## src/rtl/bloom_ast_pkg.sv

```systemverilog
// -----------------------------------------------------------------------------
// bloom_ast_pkg
// Shared types and width helpers for the Avalon-ST word reassembly path.
//   ast_rx_state_t : receive FSM states (IDLE, COLLECT, DROP, HOLD)
//   ast_empty_w()  : width of the AST empty field for a given beat width
//   ast_ptr_w()    : width of the symbol pointer / length field
// -----------------------------------------------------------------------------
package bloom_ast_pkg;

    typedef enum logic [1:0] {
        IDLE    = 2'd0,
        COLLECT = 2'd1,
        DROP    = 2'd2,
        HOLD    = 2'd3
    } ast_rx_state_t;

    // A one-symbol beat still carries a 1-bit empty field so the port exists.
    function automatic int ast_empty_w(input int symbols);
        return (symbols == 1) ? 1 : $clog2(symbols);
    endfunction

    // One extra bit so the pointer can represent DATA_SYMBOLS itself.
    function automatic int ast_ptr_w(input int data_symbols);
        return $clog2(data_symbols) + 1;
    endfunction

endpackage

```

## src/rtl/ast_lane_unpack.sv

```systemverilog
// -----------------------------------------------------------------------------
// ast_lane_unpack
// Combinational lane normaliser for one AST beat.
//   data_i      : raw beat data, SYMBOLS lanes of BYTE_W bits
//   empty_i     : empty symbol count, honoured only when eop_i is set
//   eop_i       : end-of-packet flag of the beat
//   lane_data_o : logical lanes; lane i carries the i-th symbol of the beat
//   lane_vld_o  : per-lane valid mask (contiguous from lane 0)
//   lane_cnt_o  : number of valid lanes
// ORDER=1 means the first symbol sits in the most significant lane.
// -----------------------------------------------------------------------------
module ast_lane_unpack #(
    parameter int BYTE_W  = 8,
    parameter int SYMBOLS = 1,
    parameter int ORDER   = 1,
    parameter int EMPTY_W = 1,
    parameter int CNT_W   = 1
) (
    input  logic [SYMBOLS*BYTE_W-1:0] data_i,
    input  logic [EMPTY_W-1:0]        empty_i,
    input  logic                      eop_i,
    output logic [SYMBOLS*BYTE_W-1:0] lane_data_o,
    output logic [SYMBOLS-1:0]        lane_vld_o,
    output logic [CNT_W-1:0]          lane_cnt_o
);

    genvar gi;
    generate
        for (gi = 0; gi < SYMBOLS; gi++) begin : g_lane
            if (ORDER != 0) begin : g_rev
                assign lane_data_o[gi*BYTE_W +: BYTE_W] = data_i[(SYMBOLS-1-gi)*BYTE_W +: BYTE_W];
            end else begin : g_fwd
                assign lane_data_o[gi*BYTE_W +: BYTE_W] = data_i[gi*BYTE_W +: BYTE_W];
            end
            // Trailing lanes of the EOP beat are empty; all other beats are full.
            assign lane_vld_o[gi] = !eop_i || ((gi + int'(empty_i)) < SYMBOLS);
        end
    endgenerate

    always_comb begin : cnt_proc
        int n;
        n = 0;
        for (int i = 0; i < SYMBOLS; i++) begin
            if (lane_vld_o[i]) begin
                n = n + 1;
            end
        end
        lane_cnt_o = CNT_W'(n);
    end

endmodule

```

## src/rtl/ast_to_data.sv

```systemverilog
// -----------------------------------------------------------------------------
// ast_to_data
// Avalon-ST sink that reassembles one packet of DATA_SYMBOLS symbols into a
// parallel word for the bloom hash/query stage, flagging malformed packets
// (short, long, missing SOP, restart with a new SOP).
// Ports:
//   clk_i, srst_i            : clock, synchronous active-high reset
//   ast_sink_*               : AST sink (data/valid/ready/empty/sop/eop)
//   data_o                   : assembled word, symbol k at [k*BYTE_W +: BYTE_W]
//   data_valid_o/data_ready_i: word handshake; word held until accepted
//   data_len_o               : symbols stored (saturates at DATA_SYMBOLS)
//   data_err_o               : word came from a malformed packet
// Optional build macro AST_TO_DATA_STATS_EN adds pkt_cnt_o / err_cnt_o.
// -----------------------------------------------------------------------------
module ast_to_data
    import bloom_ast_pkg::*;
#(
    parameter int BYTE_W           = 8,
    parameter int DATA_SYMBOLS     = 6,
    parameter int AST_SINK_SYMBOLS = 1,
    parameter int AST_SINK_ORDER   = 1,
    parameter int AST_SINK_EMPTY_W = ast_empty_w(AST_SINK_SYMBOLS)
) (
    input  logic                                 clk_i,
    input  logic                                 srst_i,
    input  logic [AST_SINK_SYMBOLS*BYTE_W-1:0]   ast_sink_data_i,
    input  logic                                 ast_sink_valid_i,
    output logic                                 ast_sink_ready_o,
    input  logic [AST_SINK_EMPTY_W-1:0]          ast_sink_empty_i,
    input  logic                                 ast_sink_startofpacket_i,
    input  logic                                 ast_sink_endofpacket_i,
    output logic [DATA_SYMBOLS*BYTE_W-1:0]       data_o,
    output logic                                 data_valid_o,
    input  logic                                 data_ready_i,
    output logic [$clog2(DATA_SYMBOLS):0]        data_len_o,
    output logic                                 data_err_o
`ifdef AST_TO_DATA_STATS_EN
    ,
    output logic [31:0]                          pkt_cnt_o,
    output logic [15:0]                          err_cnt_o
`endif
);

    localparam int PTR_W  = ast_ptr_w(DATA_SYMBOLS);
    localparam int CNT_W  = $clog2(AST_SINK_SYMBOLS + 1);
    localparam int WORD_W = DATA_SYMBOLS * BYTE_W;

    ast_rx_state_t            state_q, state_d;
    logic [PTR_W-1:0]         ptr_q, ptr_d;
    logic [WORD_W-1:0]        word_q, word_d;
    logic                     err_pend_q, err_pend_d;
    logic                     err_q, err_d;

    logic [AST_SINK_SYMBOLS*BYTE_W-1:0] lane_data;
    logic [AST_SINK_SYMBOLS-1:0]        lane_vld;
    logic [CNT_W-1:0]                   lane_cnt;

    logic beat_acc;
    logic handshake;
    logic orphan_evt;

    ast_lane_unpack #(
        .BYTE_W  (BYTE_W),
        .SYMBOLS (AST_SINK_SYMBOLS),
        .ORDER   (AST_SINK_ORDER),
        .EMPTY_W (AST_SINK_EMPTY_W),
        .CNT_W   (CNT_W)
    ) u_unpack (
        .data_i      (ast_sink_data_i),
        .empty_i     (ast_sink_empty_i),
        .eop_i       (ast_sink_endofpacket_i),
        .lane_data_o (lane_data),
        .lane_vld_o  (lane_vld),
        .lane_cnt_o  (lane_cnt)
    );

    assign ast_sink_ready_o = !srst_i && (state_q != HOLD);
    assign beat_acc         = ast_sink_valid_i && ast_sink_ready_o;
    assign handshake        = (state_q == HOLD) && data_ready_i && !srst_i;

    always_comb begin : fsm_comb
        int  base_v;
        int  sum_v;
        logic pend_v;
        state_d    = state_q;
        ptr_d      = ptr_q;
        word_d     = word_q;
        err_pend_d = err_pend_q;
        err_d      = err_q;
        orphan_evt = 1'b0;
        base_v     = 0;
        sum_v      = 0;
        pend_v     = 1'b0;

        case (state_q)
            IDLE, COLLECT: begin
                if (beat_acc) begin
                    if ((state_q == IDLE) && !ast_sink_startofpacket_i) begin
                        // Packet without SOP: nothing to keep.
                        if (ast_sink_endofpacket_i) begin
                            orphan_evt = 1'b1;
                        end else begin
                            err_pend_d = 1'b1;
                            state_d    = DROP;
                        end
                    end else begin
                        // Any SOP (first or restart) starts a fresh, zeroed word.
                        if (ast_sink_startofpacket_i) begin
                            base_v = 0;
                            word_d = '0;
                        end else begin
                            base_v = int'(ptr_q);
                        end
                        for (int k = 0; k < DATA_SYMBOLS; k++) begin
                            for (int i = 0; i < AST_SINK_SYMBOLS; i++) begin
                                if (lane_vld[i] && ((base_v + i) == k)) begin
                                    word_d[k*BYTE_W +: BYTE_W] = lane_data[i*BYTE_W +: BYTE_W];
                                end
                            end
                        end
                        // Integer sum cannot wrap; ptr saturates at DATA_SYMBOLS.
                        sum_v  = base_v + int'(lane_cnt);
                        pend_v = err_pend_q ||
                                 (ast_sink_startofpacket_i && (state_q == COLLECT));
                        ptr_d  = (sum_v >= DATA_SYMBOLS) ? PTR_W'(DATA_SYMBOLS) : PTR_W'(sum_v);
                        if (ast_sink_endofpacket_i) begin
                            state_d    = HOLD;
                            err_pend_d = pend_v;
                            err_d      = pend_v || (sum_v != DATA_SYMBOLS);
                        end else if (sum_v >= DATA_SYMBOLS) begin
                            state_d    = DROP;
                            err_pend_d = 1'b1;
                        end else begin
                            state_d    = COLLECT;
                            err_pend_d = pend_v;
                        end
                    end
                end
            end
            DROP: begin
                if (beat_acc && ast_sink_endofpacket_i) begin
                    if (ptr_q != '0) begin
                        state_d = HOLD;
                        err_d   = 1'b1;
                    end else begin
                        state_d    = IDLE;
                        orphan_evt = 1'b1;
                        err_pend_d = 1'b0;
                    end
                end
            end
            HOLD: begin
                if (data_ready_i) begin
                    state_d    = IDLE;
                    err_pend_d = 1'b0;
                    err_d      = 1'b0;
                    ptr_d      = '0;
                end
            end
            default: begin
                state_d = IDLE;
            end
        endcase
    end

    always_ff @(posedge clk_i) begin
        if (srst_i) begin
            state_q    <= IDLE;
            ptr_q      <= '0;
            word_q     <= '0;
            err_pend_q <= 1'b0;
            err_q      <= 1'b0;
        end else begin
            state_q    <= state_d;
            ptr_q      <= ptr_d;
            word_q     <= word_d;
            err_pend_q <= err_pend_d;
            err_q      <= err_d;
        end
    end

    // Valid is masked during reset so a held word never escapes.
    assign data_valid_o = (state_q == HOLD) && !srst_i;
    assign data_o       = word_q;
    assign data_len_o   = ptr_q;
    assign data_err_o   = err_q;

`ifdef AST_TO_DATA_STATS_EN
    logic [31:0] pkt_cnt_q, pkt_cnt_d;
    logic [15:0] err_cnt_q, err_cnt_d;

    always_comb begin
        pkt_cnt_d = pkt_cnt_q;
        err_cnt_d = err_cnt_q;
        if (handshake) begin
            pkt_cnt_d = pkt_cnt_q + 32'd1;
        end
        if (((handshake && err_q) || orphan_evt) && (err_cnt_q != 16'hFFFF)) begin
            err_cnt_d = err_cnt_q + 16'd1;
        end
    end

    always_ff @(posedge clk_i) begin
        if (srst_i) begin
            pkt_cnt_q <= '0;
            err_cnt_q <= '0;
        end else begin
            pkt_cnt_q <= pkt_cnt_d;
            err_cnt_q <= err_cnt_d;
        end
    end

    assign pkt_cnt_o = pkt_cnt_q;
    assign err_cnt_o = err_cnt_q;
`else
    logic unused_stats;
    assign unused_stats = handshake ^ orphan_evt;
`endif

endmodule

```

## config.mk

```make
export PLATFORM = sky130hd
export DESIGN_NAME = ast_to_data
export DESIGN_NICKNAME = d
export VERILOG_FILES = /design/src/rtl/bloom_ast_pkg.sv /design/src/rtl/ast_lane_unpack.sv /design/src/rtl/ast_to_data.sv
export SDC_FILE = /design/constraint.sdc
export NUM_CORES = 1
export LEC_CHECK = 0
export ABC_AREA = 0
export CORE_ASPECT_RATIO = 0.7
export CORE_MARGIN = 2
export CORE_UTILIZATION = 30
export CTS_CLUSTER_SIZE = 25
export DETAILED_ROUTE_END_ITERATION = 7
export GPL_TIMING_DRIVEN = 0
export HOLD_SLACK_MARGIN = 0.03
export SYNTH_ARGS = -nofsm -noshare
export SYNTH_HDL_FRONTEND = slang
export SYNTH_SLANG_ARGS = --single-unit
```

## constraint.sdc

```tcl
create_clock -name clk_i -period 3.7 [get_ports clk_i]
set_clock_uncertainty 0.2 [all_clocks]
set_input_delay 0.555 -clock clk_i [delete_from_list [all_inputs] [get_ports clk_i]]
set_output_delay 0.555 -clock clk_i [all_outputs]
set_load 0.01 [all_outputs]
```

Word level (Yosys, flattened, before mapping)
Cells that the tools add are included.
Storage, ports and cells
  register bits after elaboration: 56
  output and inout bits: 55
  logic and storage cells: 112
Operators by class
  add/sub/neg operators: 1
  order comparisons: 2
  equality and inequality tests: 18
  multiplexer cells: 41
  bitwise operators: 1
  reductions and logical operators: 39
Operators with widths (count)
  two-way mux 32 bit: 3
  == test 32 x 3 -> 1 bit, second input constant: 2
  == test 32 x 4 -> 1 bit, second input constant: 2
  two-way mux 48 bit: 1
  two-way mux 8 bit: 6
  adder 32 x 2 -> 32 bit: 1
  == test 32 x 2 -> 1 bit, second input constant: 1
  greater-or-equal comparator 32 x 4 -> 1 bit, second input constant: 1
  zero test 32 bit: 1
  != test 32 x 4 -> 1 bit, second input constant: 1
  AND reduction 4 bit: 8
  two-way mux 4 bit: 5
  two-way mux 2 bit: 8
  != test 2 bit, second input constant: 8
  two-way mux 1 bit: 14
  nonzero test 2 bit: 7
  logical AND 1 bit: 12
  case mux 4 bit (2 select lines): 1
  case mux 1 bit (3 select lines): 2
  case mux 2 bit (3 select lines): 1
  AND reduction 6 bit: 1
  AND reduction 5 bit: 1
  == test 2 bit, second input constant: 2
  nonzero test 4 bit: 1
  other kinds (8): 12

Depth between registers and ports, before layout
Gate-level depths: netlist of the first run.
  depth after elaboration: 12
  gate-level depth with buffers: 11

By module
Synthesis of the first run repeated with hierarchy kept, for this count alone.
Second synthesis, totals
  cell total of the unflattened synthesis: 326
  area total of the unflattened synthesis: 2528.7 sq um
By module, submodules not included
  ast_to_data: instances 1, cells each 316, area an instance 2457.4 sq um
  ast_lane_unpack: instances 1, cells each 10, area an instance 71.3 sq um

Least setup slack after synthesis of the first run
OpenSTA, ideal clock, no wires.
  path type: input to register
  from: input port ast_sink_startofpacket_i
  to: register state_q[0]
  arrival: 2.668 ns
  path slack: 0.746 ns
  stages on the path: 10
  buffers on the path: 2
  cells stage by stage: buf_2 -> buf_1 -> nor2b_1 -> ha_1 -> ha_1 -> nor2b_1 -> o21ai_0 -> a2111oi_0 -> or4_1 -> a221oi_2
On the way
  word-level cells in the longest chain between the ends: 11
  elaborated cells between the ends (all ways): 15
RTL lines
  from (decl): line ast_to_data.sv:30  | input logic ast_sink_startofpacket_i,
  two-way mux 4 bit: line ast_to_data.sv:108  | if (ast_sink_startofpacket_i) begin
  two-way mux 32 bit: line ast_to_data.sv:98  | if ((state_q == IDLE) && !ast_sink_startofpacket_i) begin
  two-way mux 32 bit: line ast_to_data.sv:97  | if (beat_acc) begin
  two-way mux 32 bit: line ast_to_data.sv:95  | case (state_q)
  adder 32 x 2 -> 32 bit: line ast_to_data.sv:122  | sum_v = base_v + int'(lane_cnt);
  greater-or-equal comparator 32 x 4 -> 1 bit: line ast_to_data.sv:130  | end else if (sum_v >= DATA_SYMBOLS) begin
  two-way mux 2 bit: line ast_to_data.sv:130
  two-way mux 2 bit: line ast_to_data.sv:126  | if (ast_sink_endofpacket_i) begin
  two-way mux 2 bit: line ast_to_data.sv:98
  two-way mux 2 bit: line ast_to_data.sv:97
  case mux 2 bit (3 select lines): line ast_to_data.sv:95
  to (signal assigned): line ast_to_data.sv:174  | state_q <= state_d;
  to (decl): line ast_to_data.sv:48  | ast_rx_state_t state_q, state_d;
Parallel ways exist; a longest one is shown, timed or not. The select of a mux whose other input is x is not followed.
A chain may end at the register's enable or synchronous reset.

Worst setup path in the final report of the first run
Same ends and word-level chain as after synthesis.

==> results of run 1 <==
-- routing by layer --
metal  vias up  GRT usage
li1       1307          -
met1      1249     0.2489
met2        71     0.2467
met3         4    0.03433
met4         0    0.03659
met5         -          0
-- kinds of logic (layout without fill, tap and decap cells) --
logic type / after synthesis / count (layout) / share of synthesized area
AND/OR/NAND/NOR: 161 / 161 / 0.3244
AO/OA/AOI/OAI: 79 / 79 / 0.1712
flip-flops: 56 / 56 / 0.4371
buffers and inverters: 30 / 107 / 0.05024
adder cells (fa/ha/maj): 2 / 2 / 0.009755
XOR/XNOR: 1 / 1 / 0.003415
multiplexers: 1 / 1 / 0.003903
-- area by class of cell --
cell class,instances,area [um2],share of cell area
inverter,5,18.77,0.005285
buffer,25,110.1,0.03101
sequential,56,1121,0.3157
tap,105,131.4,0.03700
timing repair buffer,69,690.7,0.1945
multi-input combinational,244,1315,0.3703
clock inverter,2,35.03,0.009866
clock buffer,6,128.9,0.03629
-- where the power goes --
| part | switching [mW] | total, mW | internal [mW] |
|---|---|---|---|
| Sequential | 0.00596 | 0.617 | 0.611 |
| Clock | 0.217 | 0.536 | 0.319 |
| Combinational | 0.0833 | 0.135 | 0.0516 |
-- worst paths after layout --
| kind | start | endpoint | depth (start not counted) |
|---|---|---|---|
| setup reg to reg | data_len_o[0]$_SDFFE_PP0P_ | state_q[0]$_SDFFE_PP0P_ | 9 |
| hold reg to reg | data_o[36]$_SDFFE_PP0P_ | data_o[36]$_SDFFE_PP0P_ | 2 |
| setup / recovery | ast_sink_startofpacket_i | state_q[0]$_SDFFE_PP0P_ | 11 |
| hold / removal | data_o[36]$_SDFFE_PP0P_ | data_o[36]$_SDFFE_PP0P_ | 2 |
-- flip-flops by register name, indices dropped and copies added (netlist names) --
signal	cells
state_q	2
data_o	48
err_pend_q	1
data_len_o	4
data_err_o	1
-- cells in the final DEF (no fill, tap or decap), types with 2 or more instances in the layout --
master           count
dfxtp_1             56
and2_1               3
o21ai_0             10
ha_1                 2
a211oi_1             2
nor4b_1              2
nor3_2               3
clkbuf_16            5
buf_1                3
a21oi_1             57
clkdlybuf4s50_1     69
nor2_1               9
or3_1                2
nor4_1               4
and3_1               2
clkbuf_1            15
nand3_1             50
or2_2                3
nor2b_1              4
buf_2                7
nand2_1             63
inv_1                5
a311oi_1             2
nand2b_1             3
-- cells in the mapped netlist, types with 2 or more instances --
library cell and number:
nor2_1 9, a21oi_1 57, o21ai_0 10, or2_2 3
and2_1 3, nor4_1 4, clkbuf_1 14, nand2b_1 3
inv_1 5, or3_1 2, and3_1 2, nor4b_1 2
nor3_2 3, dfxtp_1 56, buf_1 3, nand2_1 63
buf_2 7, ha_1 2, nand3_1 50, a211oi_1 2
nor2b_1 4, a311oi_1 2
-- worst max-delay path: cells and delay by family --
kind / cells / cell delay, ps
buffers and inverters: 3 / 1030
AND/OR/NAND/NOR: 3 / 690
AO/OA/AOI/OAI: 3 / 650
adder cells (fa/ha/maj): 2 / 590
-- through the flow --
stage	util	total power, mW	setup WS (ps)	setup TNS, ps
2_1_floorplan	-	0.7027	745.9	0
3_3_place_gp	0.4045	0.7642	-111.3	-111.3
3_5_place_dp	0.4045	0.7650	-76.64	-76.64
6_report	0.4241	1.288	182.7	0
4_1_cts	0.4241	1.295	220.9	0
5_1_grt	0.4241	1.330	41.17	0
==> impl_metrics.csv, run 1 <==
group,metric,value,unit
outcome,status,"complete, no violations",
setup_path,cpMaxStageDelayCell,"clkdlybuf4s50_1",
die,die_area,0.009317,mm2
sta,setup_viol,0,
cts,cts_sinks,56,
sta,maxSlewHeadroom,0.6185,
sta,hold_violations,0,
setup_path,crit_fanout,10,
layout,layout.nets,423,
route,drcViolationCount,0,
yosys,syn_inst,330,
place,dp.cells,504,
cts,post_cts_buffers,0,
place,place_congestion,0.8625,
route,first_iter_violations,172,
setup_path,worstSetupStartpointType,"primary input",
route,via_per_inst,5.139,
grt,grt_start_max_net_pins,17,
grt,gr-total-overflow,0,
layout,diodes,0,
yosys,ys_seq_area_frac,0.4371,
cts,clock_latency,290,ps
cts,path_clk_slew,70,ps
sta,worst_pin_slew,570.2,ps
route,top_layer,"met4",
die,die_w,114.5,um
yosys,synthesis.nets,347,
setup_path,cp-end-kind,"flip-flop",
power_and_ir_drop,vdd_drop_max,0.2711,mV
layout,area_growth,38.44,%
yosys,synth_cell_types,46,
place,io_buffers,69,
cts,cts_root_buffer,"clkbuf_16",
yosys,async_reset_ff_frac,0,
die,die_height,81.36,um
layout,layout-drive-gt1-share,0.07125,
layout,finalNonFillerCells,512,
sta,rsz0062_at_grt,"no",
min_path,hp-class,"reg2reg",
cts,cts_tree,"done",
route,vias,2631,
cts,cts_buffer_depth,2,
setup_path,worst-setup-path-type,"in2reg",
sta,holdWs,266.5,ps
yosys,ys_ff_latch,56,
sta,slew_violations,0,
place,placed_cell_area,0.003387,mm2
yosys,synth.largest_area_cell,"dfxtp_1",
yosys,synth_area_leaders,"dfxtp_1 (44%), a21oi_1 (11%), nand3_1 (9.8%), nand2_1 (9.2%), clkbuf_1 (2.0%)",
route,dr_wl_met3,441,um
setup_path,r2r_slack,950,ps
grt,grtUsageTotal,0.1671,
yosys,synthFlopType,"dfxtp_1",
place,dp_hpwl,5930,um
yosys,netlist_area,0.002565,mm2
route,wirelength_met1,4069,um
power_and_ir_drop,p_per_area,362.7,mW/mm2
cts,hold_buffers,0,
grt,grt_pass1_vias,2347,
yosys,synth_top_area_share,0.4371,
route,wl_met2,3461,um
setup_path,cpPeakStageDelay,470,ps
die,ios,70,
yosys,syn_avg_cell_area,7.773,um2
cts,htreeDepth,2,
setup_path,path_cells,"clkdlybuf4s50_1 -> buf_2 -> buf_1 -> nor2b_1 -> ha_1 -> ha_1 -> nor2b_1 -> o21ai_0 -> a2111oi_0 -> or4_1 -> a221oi_2",
sta,period_needed,3517,ps
grt,antenna_found_initial,0,
setup_path,critPathRequiredTime,3710,ps
layout,nFillCells,851,
run,drv_cap,0,
layout,fin_area,0.003551,mm2
sta,timing.final.crit_share,0.9506,
power_and_ir_drop,p_leak,1.132,nW
route,ant_nets,0,
setup_path,crit_arrival,3520,ps
sta,fmax,284.3,MHz
cts,cts_buffers,5,
die,design.core.area,0.008373,mm2
die,initial_core_util,0.3063,
die,rows,28,
yosys,ys_warn_count,0,
grt,grt_pass1_wl,12020,um
route,dr.pass1.iters,4,
cts,cts_resized,0,
route,post_drt_wl_per_cell,15.65,um
yosys,synth_edf_count,0,
route,drt_wl_total,8013,um
Note: power is estimated with default switching activity, not from simulation.
==> run 2, diff against run 1 <==
Settings changed: HOLD_SLACK_MARGIN 0.03 to 0.1.
==> results of run 2 <==
The final DEF is identical to that of run 1; final timing and power are the same.
